## config.mk

```make
export PLATFORM = sky130hd
export DESIGN_NAME = cordic_req_arbiter
export DESIGN_NICKNAME = d
export VERILOG_FILES = /design/src/rtl/cordic_req_arbiter.sv
export SDC_FILE = /design/constraint.sdc
export NUM_CORES = 1
export LEC_CHECK = 0
export CORE_MARGIN = 2
export CORE_UTILIZATION = 24
export DETAILED_ROUTE_END_ITERATION = 10
export PLACE_DENSITY = 0.64
export SETUP_SLACK_MARGIN = 0.02
export SLEW_MARGIN = 15
export SYNTH_ARGS = -nofsm -noshare
export SYNTH_HDL_FRONTEND = slang
export SYNTH_SLANG_ARGS = --single-unit
```

## constraint.sdc

```tcl
create_clock -name clk -period 3.54 [get_ports clk]
set_clock_uncertainty 0.05 [all_clocks]
set_input_delay 0.531 -clock clk [delete_from_list [all_inputs] [get_ports clk]]
set_output_delay 0.531 -clock clk [all_outputs]
set_load 0.005 [all_outputs]
```

## src/rtl/cordic_req_arbiter.sv

```systemverilog
// Round-robin arbiter sharing one CORDIC core between NUM_REQ requesters.
// Optional WAIT-state watchdog enabled by defining CORDIC_TIMEOUT_EN.
module cordic_req_arbiter #(
    parameter int NUM_REQ        = 4,
    parameter int ID_W           = 2,
    parameter int TIMEOUT_CYCLES = 64
) (
    input  logic                  clk,
    input  logic                  rst,
    input  logic [NUM_REQ-1:0]    req_valid,
    output logic [NUM_REQ-1:0]    req_ready,
    input  logic [32*NUM_REQ-1:0] req_theta_deg,
    input  logic [NUM_REQ-1:0]    req_mode,
    output logic                  rsp_valid,
    input  logic                  rsp_ready,
    output logic [ID_W-1:0]       rsp_id,
    output logic [31:0]           rsp_result,
    output logic                  rsp_err,
    output logic                  core_start,
    output logic                  core_mode,
    output logic [31:0]           core_theta_deg,
    output logic                  core_rst,
    input  logic [31:0]           core_result_out,
    input  logic                  core_done,
    output logic                  busy
);

    typedef enum logic [1:0] {IDLE, ISSUE, WAIT, RESP} state_t;

    state_t            state_reg;
    logic [ID_W-1:0]   ptr_reg;
    logic [ID_W-1:0]   gnt_id_reg;
    logic [31:0]       theta_reg;
    logic              mode_reg;
    logic              start_reg;
    logic              done_q_reg;
    logic              rsp_valid_reg;
    logic [ID_W-1:0]   rsp_id_reg;
    logic [31:0]       rsp_result_reg;
    logic              grant_found;
    logic [ID_W-1:0]   grant_idx;
    logic [ID_W:0]     scan_sum;
    logic              completion;
    logic [31:0]       theta_arr [NUM_REQ];

`ifdef CORDIC_TIMEOUT_EN
    localparam int CNT_W = $clog2(TIMEOUT_CYCLES + 1);
    logic [CNT_W-1:0]  wait_cnt_reg;
    logic              abort_reg;
    logic              rsp_err_reg;
`endif

    if (NUM_REQ < 2 || NUM_REQ > 8 || ID_W != $clog2(NUM_REQ) || TIMEOUT_CYCLES < 1) begin : g_bad_params
        $error("cordic_req_arbiter: inconsistent NUM_REQ/ID_W/TIMEOUT_CYCLES");
    end

    genvar gi;
    generate
        for (gi = 0; gi < NUM_REQ; gi++) begin : g_theta
            assign theta_arr[gi] = req_theta_deg[32*gi +: 32];
        end
    endgenerate

    // Scan ptr, ptr+1, ... (mod NUM_REQ) and take the first valid requester.
    always_comb begin
        grant_found = 1'b0;
        grant_idx   = '0;
        scan_sum    = '0;
        for (int k = 0; k < NUM_REQ; k++) begin
            scan_sum = {1'b0, ptr_reg} + (ID_W+1)'(k);
            if (scan_sum >= (ID_W+1)'(NUM_REQ))
                scan_sum = scan_sum - (ID_W+1)'(NUM_REQ);
            if (!grant_found && req_valid[scan_sum[ID_W-1:0]]) begin
                grant_found = 1'b1;
                grant_idx   = scan_sum[ID_W-1:0];
            end
        end
    end

    always_comb begin
        req_ready = '0;
        if (state_reg == IDLE && grant_found)
            req_ready[grant_idx] = 1'b1;
    end

    // done_q is forced high in ISSUE so a done level left over from the
    // previous operation is never mistaken for a rising edge.
    assign completion = core_done && !done_q_reg;

    always_ff @(posedge clk) begin
        if (rst) begin
            state_reg      <= IDLE;
            ptr_reg        <= '0;
            gnt_id_reg     <= '0;
            theta_reg      <= '0;
            mode_reg       <= 1'b0;
            start_reg      <= 1'b0;
            done_q_reg     <= 1'b0;
            rsp_valid_reg  <= 1'b0;
            rsp_id_reg     <= '0;
            rsp_result_reg <= '0;
`ifdef CORDIC_TIMEOUT_EN
            wait_cnt_reg   <= '0;
            abort_reg      <= 1'b0;
            rsp_err_reg    <= 1'b0;
`endif
        end else begin
            start_reg  <= 1'b0;
            done_q_reg <= core_done;
`ifdef CORDIC_TIMEOUT_EN
            abort_reg  <= 1'b0;
`endif
            case (state_reg)
                IDLE: begin
                    if (grant_found) begin
                        theta_reg  <= theta_arr[grant_idx];
                        mode_reg   <= req_mode[grant_idx];
                        gnt_id_reg <= grant_idx;
                        start_reg  <= 1'b1;
                        state_reg  <= ISSUE;
                    end
                end
                ISSUE: begin
                    done_q_reg <= 1'b1;
`ifdef CORDIC_TIMEOUT_EN
                    wait_cnt_reg <= '0;
`endif
                    state_reg  <= WAIT;
                end
                WAIT: begin
                    if (completion) begin
                        rsp_result_reg <= core_result_out;
                        rsp_id_reg     <= gnt_id_reg;
                        rsp_valid_reg  <= 1'b1;
`ifdef CORDIC_TIMEOUT_EN
                        rsp_err_reg    <= 1'b0;
`endif
                        state_reg      <= RESP;
`ifdef CORDIC_TIMEOUT_EN
                    end else if (wait_cnt_reg == CNT_W'(TIMEOUT_CYCLES - 1)) begin
                        abort_reg      <= 1'b1;
                        rsp_result_reg <= '0;
                        rsp_id_reg     <= gnt_id_reg;
                        rsp_err_reg    <= 1'b1;
                        rsp_valid_reg  <= 1'b1;
                        state_reg      <= RESP;
                    end else begin
                        wait_cnt_reg <= wait_cnt_reg + 1'b1;
`endif
                    end
                end
                RESP: begin
                    if (rsp_ready) begin
                        rsp_valid_reg <= 1'b0;
                        if (gnt_id_reg == ID_W'(NUM_REQ - 1))
                            ptr_reg <= '0;
                        else
                            ptr_reg <= gnt_id_reg + 1'b1;
                        state_reg <= IDLE;
                    end
                end
                default: state_reg <= IDLE;
            endcase
        end
    end

    assign rsp_valid      = rsp_valid_reg;
    assign rsp_id         = rsp_id_reg;
    assign rsp_result     = rsp_result_reg;
    assign core_start     = start_reg;
    assign core_mode      = mode_reg;
    assign core_theta_deg = theta_reg;
    assign busy           = (state_reg != IDLE);
`ifdef CORDIC_TIMEOUT_EN
    assign rsp_err        = rsp_err_reg;
    assign core_rst       = rst | abort_reg;
`else
    assign rsp_err        = 1'b0;
    assign core_rst       = rst;
`endif

endmodule

```

==> results of run 1 <==
==> cell type report <==
cell class | count | area (µm²) | area share, %
Clock buffer | 12 | 256.5 | 3.827
Clock inverter | 4 | 47.55 | 0.7094
Inverter | 4 | 15.01 | 0.2240
Multi-Input combinational cell | 291 | 2057 | 30.69
Sequential cell | 76 | 1521 | 22.70
Tap cell | 216 | 270.3 | 4.032
Timing Repair Buffer | 254 | 2535 | 37.82
==> critical path: stages <==
cell and delay [ns]:
clkdlybuf4s50_1 0.57, a21oi_1 0.11, o21a_1 0.20, o22a_1 0.26
nor3b_1 0.30, clkdlybuf4s50_1 0.59
==> per-layer routing <==
layer / track usage (%) / vias up
li1: - / 1886
met1: 14.56 / 1772
met2: 24.94 / 174
met3: 6.393 / 18
met4: 6.696 / 0
met5: 0 / -
==> placed cells by master, fill, tap and decap left out, types with 2 or more instances in the layout <==
cell	n
nor3b_1	3
clkbuf_8	2
o221ai_2	30
o221ai_1	3
clkdlybuf4s50_1	246
clkbuf_16	9
inv_1	4
nand2b_1	2
dfxtp_1	76
clkinv_2	2
a21oi_1	41
nand2_2	2
ha_1	5
mux2i_1	69
buf_4	7
nand2_1	106
nor2_1	12
nor3_1	5
==> worst min-delay path by stage <==
stage                        start              to  slack [ns]  cells after the start
finish              rsp_result[16]  rsp_result[16]        0.40                      2
detailed placement   rsp_result[4]   rsp_result[4]        0.40                      2
global route         rsp_result[0]   rsp_result[0]        0.42                      2
floorplan            gnt_id_reg[1]       rsp_id[1]        0.40                      2
global placement    rsp_result[27]  rsp_result[27]        0.39                      2
CTS                 rsp_result[16]  rsp_result[16]        0.40                      2
==> per-stage QoR <==
| step | setup WS [ns] | cells | instance area, µm² | hold WS, ns |
|---|---|---|---|---|
| detailed placement | 0.4534 | 841 | 6399 | 0.3987 |
| global route | 0.3238 | 857 | 6703 | 0.4219 |
| CTS | 0.4477 | 857 | 6703 | 0.4049 |
| finish | 0.4055 | 857 | 6703 | 0.4019 |
| floorplan | 1.515 | 405 | 3857 | 0.3982 |
| global placement | 0.6298 | 841 | 6399 | 0.3924 |
==> power breakdown <==
part | total, mW | internal (mW) | switching, mW
Clock | 0.936 | 0.582 | 0.354
Combinational | 1.20 | 0.712 | 0.490
Sequential | 1.15 | 1.04 | 0.108
Total | 3.29 | 2.34 | 0.952
==> cells by family after synthesis <==
group / count (synthesis) / share of synthesized area [%]
buffers and inverters: 38 / 7.590
multiplexers: 69 / 17.90
flip-flops: 76 / 39.44
adder cells (fa/ha/maj): 5 / 1.622
other: 1 / 0.09721
AO/OA/AOI/OAI: 78 / 18.49
AND/OR/NAND/NOR: 138 / 14.86
==> results_dict.tcl, run 1 <==
set metrics [dict create \
    status "complete, no violations" \
    cp-end-kind "output pin" \
    worstSetupStartpoint "req_valid[0]" \
    die_y_um 130.8 \
    fin_util_pct 42.50 \
    rsz0062_at_grt "no" \
    cts.clk_slew.worst_paths_ns 0.06 \
    dr_wl_met3_um 1567 \
    yosys-top-cells-area "dfxtp_1 (39%), mux2i_1 (18%), o221ai_2 (12%)" \
    gp_congestion 0.7328 \
    hp-class "register to register" \
    ioPinCount 248 \
    insertedDiodeCount 0 \
    r2r-start "ptr_reg[1]" \
    synth_cell_types 30 \
    overflow 0 \
    rows 46 \
    dp.final_hpwl_um 10000 \
    slew_viol_final 0 \
    die_x_um 130.8 \
    drtAntennaViolNets 0 \
    rr_worst_depth 6 \
    grt_max_degree 67 \
    root_buffer "clkbuf_16" \
    dr.pass1.iters 4 \
    fillers 1542 \
    max_freq_mhz 319.0 \
    cts-resized-gates 0 \
    r2r-end "core_theta_deg[1]" \
    syn_inst 405 \
    top_layer_used "met4" \
    cts_tree "yes" \
    vias 3850 \
    clk_latency_ns 0.33 \
    hold_viol 0 \
    syn_area_um2 3857 \
    routed_wl_um 12880 \
    wl_per_cell_um 15.02 \
    track_usage_pct 14.24 \
    drc_errors 0 \
    clock_path_buffers 2 \
    area_delta_synth_final_pct 73.76 \
    endpoint "req_ready[1]" \
    regToRegSetupSlack_ns 1.35 \
    critical_path.max_fanout 5 \
    ctsHoldBuffers 0 \
    numCtsBuffers 9 \
    finalSetupViolCount 0 \
    yosysMostFrequentCell "nand2_1" \
    met2WireLength_um 6118 \
    core-area_um2 15770 \
    grt_pass1_wl_um 19010 \
    io_buffers 246 \
    cp.arrival_ns 2.55 \
    drv_cap 0 \
    yosys_most_used_dff "dfxtp_1" \
    fin_crit_sh_pct 88.55 \
    p_per_area_nw_per_um2 490.8 \
    fin_tns_setup_ns 0 \
    start_util_pct 24.46 \
    ir_drop_mv 0.2462 \
    synth_common_cells "nand2_1 (108), dfxtp_1 (76), mux2i_1 (69)" \
    leakagePower_nw 2.376 \
    grt_pass1_vias 3884 \
    synth-async-reset-ratio_pct 0 \
    cts_sinks 76 \
    via_per_inst 4.492 \
    avgSynthCellArea_um2 9.525 \
    synth_area_leader_cell "dfxtp_1" \
    synth_top_cell_area_share_pct 39.44 \
    yosysWarnings 0 \
    antenna_found_initial 0 \
    required_ns 2.96 \
    syn_nets 582 \
    power.total_mw 3.290 \
    layout.nets 813 \
    drtIter0Drc 58 \
    tightest_slew_ns 0.5983 \
    yosysSeqAreaShare_pct 39.44 \
    layout-drive-gt1-share_pct 9.204 \
    worst-setup-path-type "input pin to output pin" \
    htree_levels 3 \
    wl_met1_um 4853 \
    relSlewSlack_pct 60.11 \
    postCtsSetupRepairBufs 0 \
    synth_edf_count 0 \
    synth_seq_cells 76 \
    min_period_ns 3.135 \
    dieArea_um2 17100 \
    critPathLaunchType "input pin" \
]
No activity file was read; power rests on OpenSTA's default activity.
==> run 2: changes to the inputs <==
- HOLD_SLACK_MARGIN: not set -> 0.08
- SLEW_MARGIN: 15 -> not set
==> results of run 2 <==
Same layout as run 1: the final DEF is identical, and so are final timing and power.
